$ cat src/rtl/rr_arbiter_2pn_if.sv
// Request/grant bundle between requesters and the round-robin arbiter.
// The master side drives requests and the release strobe.
// The slave side is the arbiter, which returns the registered grant.
interface rr_arbiter_2pn_if #(
   parameter int N = 5
);
   localparam int NUM = 1 << N;

   logic [NUM-1:0] req;
   logic           done;
   logic [NUM-1:0] gnt;
   logic [N-1:0]   gnt_idx;
   logic           gnt_vld;

   modport master (
      output req,
      output done,
      input  gnt,
      input  gnt_idx,
      input  gnt_vld
   );

   modport slave (
      input  req,
      input  done,
      output gnt,
      output gnt_idx,
      output gnt_vld
   );
endinterface

$ cat src/rtl/rr_arbiter_2pn.sv
// Round-robin arbiter for 2**N requesters with a hold-until-release handshake.
// The grant is registered as a one-hot vector, a binary index and a valid flag.
// The owner keeps the resource until it pulses done, drops its request, or hits
// the optional MAX_HOLD timeout. Each release is followed by one idle cycle
// before the next arbitration.
module rr_arbiter_2pn #(
   parameter int N        = 5,
   parameter int MAX_HOLD = 0,
   parameter int HOLD_W   = 16
) (
   input logic              clk,
   input logic              rst,
   rr_arbiter_2pn_if.slave  bus
);
   localparam int NUM = 1 << N;

   typedef enum logic {
      ST_IDLE  = 1'b0,
      ST_GRANT = 1'b1
   } state_t;

   state_t            state;
   logic [N-1:0]      ptr;
   logic [HOLD_W-1:0] hold_cnt;

   logic [N-1:0]      sel;
   logic              sel_found;
   logic [N-1:0]      cand;
   logic              timeout_hit;
   logic              release_now;

   // Pick the first active request, scanning upward from ptr and wrapping.
   always_comb begin
      sel       = '0;
      sel_found = 1'b0;
      cand      = '0;
      for (int i = 0; i < NUM; i++) begin
         cand = ptr + N'(i);
         if (!sel_found && bus.req[cand]) begin
            sel       = cand;
            sel_found = 1'b1;
         end
      end
   end

   // The owner gives up the resource on done, on dropping its request, or on timeout.
   always_comb begin
      timeout_hit = (MAX_HOLD != 0) && (hold_cnt == HOLD_W'(MAX_HOLD));
      release_now = bus.done || !bus.req[bus.gnt_idx] || timeout_hit;
   end

   // FSM with registered outputs. gnt_idx is left at its last value across the idle
   // cycle, and ptr moves past the released owner so that it competes last next time.
   always_ff @(posedge clk) begin
      if (rst) begin
         state       <= ST_IDLE;
         ptr         <= '0;
         hold_cnt    <= '0;
         bus.gnt     <= '0;
         bus.gnt_idx <= '0;
         bus.gnt_vld <= 1'b0;
      end else begin
         case (state)
            ST_IDLE: begin
               if (sel_found) begin
                  state       <= ST_GRANT;
                  bus.gnt     <= {{(NUM-1){1'b0}}, 1'b1} << sel;
                  bus.gnt_idx <= sel;
                  bus.gnt_vld <= 1'b1;
                  hold_cnt    <= HOLD_W'(1);
               end
            end
            ST_GRANT: begin
               if (release_now) begin
                  state       <= ST_IDLE;
                  bus.gnt     <= '0;
                  bus.gnt_vld <= 1'b0;
                  ptr         <= bus.gnt_idx + N'(1);
               end else if (hold_cnt != '1) begin
                  hold_cnt <= hold_cnt + HOLD_W'(1);
               end
            end
            default: begin
               state <= ST_IDLE;
            end
         endcase
      end
   end
endmodule

$ cat src/flat_wrapper.sv
// flat-port wrapper written by rule: the top's interface ports become plain ports
module rr_arbiter_2pn_flat 
#(
   parameter int N        = 5,
   parameter int MAX_HOLD = 0,
   parameter int HOLD_W   = 16
)
  (clk, rst, bus_req, bus_done, bus_gnt, bus_gnt_idx, bus_gnt_vld);
  rr_arbiter_2pn_if #(.N(N)) bus_i ();
  input logic clk;
  input logic rst;
  input wire logic [$bits(bus_i.req)-1:0] bus_req;
  input wire logic [$bits(bus_i.done)-1:0] bus_done;
  output wire logic [$bits(bus_i.gnt)-1:0] bus_gnt;
  output wire logic [$bits(bus_i.gnt_idx)-1:0] bus_gnt_idx;
  output wire logic [$bits(bus_i.gnt_vld)-1:0] bus_gnt_vld;
  assign bus_i.req = bus_req;
  assign bus_i.done = bus_done;
  assign bus_gnt = bus_i.gnt;
  assign bus_gnt_idx = bus_i.gnt_idx;
  assign bus_gnt_vld = bus_i.gnt_vld;
  rr_arbiter_2pn #(.N(N), .MAX_HOLD(MAX_HOLD), .HOLD_W(HOLD_W)) u_core (.clk(clk), .rst(rst), .bus(bus_i));
endmodule
$ cat config.mk
export PLATFORM = sky130hd
export DESIGN_NAME = rr_arbiter_2pn_flat
export DESIGN_NICKNAME = d
export VERILOG_FILES = /design/src/rtl/rr_arbiter_2pn_if.sv /design/src/rtl/rr_arbiter_2pn.sv /design/src/flat_wrapper.sv
export SDC_FILE = /design/constraint.sdc
export NUM_CORES = 1
export LEC_CHECK = 0
export BUFFER_PORTS_ARGS = -buffer_cell sky130_fd_sc_hd__buf_2
export CORE_MARGIN = 4
export CORE_UTILIZATION = 50
export DETAILED_ROUTE_END_ITERATION = 7
export PLACE_DENSITY = 0.66
export SYNTH_ARGS = -nofsm -noshare
export SYNTH_HDL_FRONTEND = slang
export SYNTH_SLANG_ARGS = --single-unit
$ cat constraint.sdc
create_clock -name clk -period 6.3 [get_ports clk]
set_clock_uncertainty 0.05 [all_clocks]
set_input_delay 0 -clock clk [delete_from_list [all_inputs] [get_ports clk]]
set_output_delay 0 -clock clk [all_outputs]
set_load 0.01 [all_outputs]
==> summary.md <==
| Metric | Value |
|---|---|
| Status | `finished clean` |
| R2R Setup Slk | `0.52 ns` |
| Worst slew pin tran | `~0.9 ns` |
| R2r endpoint | `u_core.bus.gnt[10]` |
| Pwr Total | `6.32 mW` |
| Initial Utilization | `51.2%` |
| Sink Count | `44` |
| Synth unique cells | `97` |
| Required @ worst endpoint | `6.45 ns` |
| Final setup fails | `0` |
| HPWL after DPL | `~30,000 µm` |
| Drt first pass iters | `6` |
| Clk Latency, worst-skew pair | `0.29 ns` |
| Core region area | `between 15,000 and 20,000 µm²` |
| Setup tns final | `0 ns` |
| Fraction of layout cells with a size suffix above 1 | `30.4%` |
| Min-Delay Path Class | `in2reg` |
| Post-synth EDFFs | `0` |
| Fin. max-slew vios | `0` |
| Total of max-cap violations | `0` |
| R2R depth | `14` |
| Power Density | `624 nW/µm²` |
| Slew headroom | `39.3%` |
| Die Ht | `144 µm` |
| Peak VDD IR | `around 0.34 mV` |
| Hold_sp | `rst` |
| Mean post-synth cell area | `8.95 µm²` |
| TritonCTS clock tree | `built` |
| Post-Syn Nets | `roughly 1,100` |
| Routability cong. | `~1.1` |
| Gate power share | `88.7%` |
| Sink of the worst hold path | `u_core.ptr[4]` |
| Fraction of registers with async set/reset | `0%` |
| Fmax | `173 MHz` |
| WS Path Type | `reg2reg` |
| Vias in the first global route | `9,155` |
| P_sw | `roughly 3.7 mW` |
| Port Buffer Count | `72` |
| Root buffer cell | `clkbuf_16` |
| Nets | `1,145` |
| Via count | `between 10,000 and 15,000` |
| Post-cts repair resize count | `0` |
| Cells on Worst Hold Path | `2` |
| First-pass GRT wire length | `just under 60,000 µm` |
| Ports | `73` |
| Top_reg_cell synth | `dfxtp_1` |
| DRT iter0 DRCs | `1,733` |
| R2R Path Start | `u_core.ptr[3]` |
| GRT Util Overall | `37.3%` |
| Final ANT Viol Nets | `0` |
| Sequential power share | `under 10%` |
| Routed wire length | `39,300 µm` |
| Crit-path max FO | `18` |
| Area growth syn-to-layout | `9.01%` |
| Routed len/inst | `29.7 µm` |
| Initial antenna violation count | `0` |
| CP startpoint kind | `flip-flop` |
| Yosys warns | `0` |
| Sw Ratio | `59.1%` |
| Post-CTS Setup Inserts | `0` |
| Hold slack final | `0.00414 ns` |
| Post-synthesis sequential area ratio | `9.48%` |
| Synth Instances | `approximately 1,000` |
| Post-route setup slack | `0.523 ns` |
| Hold buffers post-CTS | `0` |
| Residual DRC count | `0` |
| Placed Area | `between 9000 and 10,000 µm²` |
| Cell Area, Synth | `~9300 µm²` |
| RSZ-0062 raised after global routing | `false` |
| H-tree Lvls | `2` |
| Flops & latches, synth | `44` |
| Post-Layout Cell Count | `about 1,300` |
| FP Rows | `about 50` |
| Fin crit share | `91.7%` |
| WP data arrival | `5.92 ns` |
| Grt ovf | `0` |
| Clock-pin transition on the worst setup and hold timing paths | `~0.070 ns` |
| Leak pwr | `around 3.6 nW` |
| Tmin final | `5.78 ns` |
| Ant. Diodes | `0` |
| Largest net degree at the start of global routing | `80` |
| Die width | `144 µm` |
| DR vias/cell | `between 7 and 8` |
| Cell internal pwr | `between 2 and 3 mW` |
| Max Buffers Root-to-Sink | `2` |
| Util after Layout | `55.8%` |
| Clock network power share | `approximately 4.9%` |
| Final Hold Viols | `0` |
| Die area | `20,800 µm²` |
| Cells after DPL | `1,318` |
| Critical Path End Type | `flip-flop` |
| Total CTS buffers | `5` |
| Post-route cell area | `approximately 10,000 µm²` |
| Dpl ws | `0.785 ns` |
-- cell families after synthesis --
group | share of synthesized area (%)
and+or+nand+nor | 20.3
AOI/OAI and AO/OA | 21.5
muxes | 38.2
buffers and inverters | 5.00
DFF | 9.48
xor gates and xnor gates | 3.62
adders and majority gates | 1.89
-- cells in the mapped netlist, drive strengths merged, types with 8 or more instances --
cell | instances | area [µm²]
or2 | 13 | 86.3
nand2b | 9 | 63.8
o2111ai | 9 | 78.8
o22ai | 18 | 113
buf | 48 | 305
dfxtp | 44 | 881
a211oi | 13 | 108
a31oi | 9 | 56.3
a22oi | 8 | 60.1
nand2 | 106 | 398
nand3 | 34 | 183
o31ai | 19 | 143
mux4 | 103 | 2320
nor2 | 64 | 245
ha | 14 | 175
nor2b | 10 | 62.6
a22o | 13 | 114
nand4 | 22 | 180
nor4 | 20 | 180
and3 | 10 | 62.6
xor2 | 13 | 121
mux2i | 75 | 771
inv | 15 | 56.3
mux2 | 41 | 462
clkbuf | 25 | 95.1
o211ai | 12 | 90.1
a21oi | 48 | 244
xnor2 | 22 | 215
o21ai | 55 | 275
nor3 | 30 | 165
-- worst max path at each step --
stage / startpoint / endpoint / slack, ns / depth (start not counted)
after floorplan: u_core.ptr[2] / u_core.bus.gnt[5] / 0.81 / 21
after global placement: u_core.ptr[0] / u_core.bus.gnt[2] / 0.78 / 14
after detailed placement: u_core.ptr[2] / u_core.bus.gnt[2] / 0.78 / 16
after CTS: u_core.ptr[2] / u_core.bus.gnt[10] / 0.70 / 16
after global routing: u_core.ptr[2] / u_core.bus.gnt[10] / 0.32 / 16
final: u_core.ptr[3] / u_core.bus.gnt[10] / 0.52 / 14
-- state kept, by name (all words and copies together), names as in the netlist --
name and flops:
u_core.bus.gnt 32, u_core.bus.gnt_idx 5, u_core.ptr 5, u_core.bus.gnt_vld 1
u_core.state 1
-- power by group through the flow --
stage | Combinational (mW) | Clock [mW] | Sequential [mW]
floorplan | 3.80 | 0 | 0.377
global placement | 5.42 | 0 | 0.410
detailed placement | 5.37 | 0 | 0.411
CTS | 5.40 | 0.313 | 0.405
global route | 5.88 | 0.322 | 0.413
finish | 5.60 | 0.310 | 0.407
-- critical path: stages (launching register included) --
cell and delay (ns):
dfxtp_2 0.73, inv_2 0.07, ha_1 0.63, mux4_2 0.57, mux2_2 0.33, a22o_1 0.28, a2111oi_0 0.47, and4_1 0.42
nand4_4 0.22, nor3_2 0.49, a41oi_1 0.21, o31ai_1 0.28, o21ai_1 0.29, nand2b_1 0.36, o31ai_1 0.25
-- cell usage in the layout (no fill, tap or decap), types with 33 or more instances in the layout --
master	synthesis	routed
nand2_1	106	106
mux4_2	103	103
mux2i_1	72	72
buf_2	25	72
nor2_1	62	62
buf_4	9	51
a21oi_1	47	47
o21ai_0	43	43
mux2_2	41	41
dfxtp_1	44	41
nand3_1	33	33
-- final cells by class --
class                   instances  area, µm²
clock buffers                   5        125
clock inverters                 3       46.3
fillers                      1657       8020
inverters                      17       63.8
multi-input cells             904       7960
flip-flops and latches         44        887
well taps                     229        287
repair buffers                124        763
-- routing by layer --
layer  vias up  part of all wire [%]  track usage (%)
met5         -                     0                0
met4         0                   6.1             15.5
li1       4305                     -                -
met1      4761                    40             53.7
met3       155                    12             7.64
met2       824                    42             54.7
No activity file was read; power rests on OpenSTA's default activity.
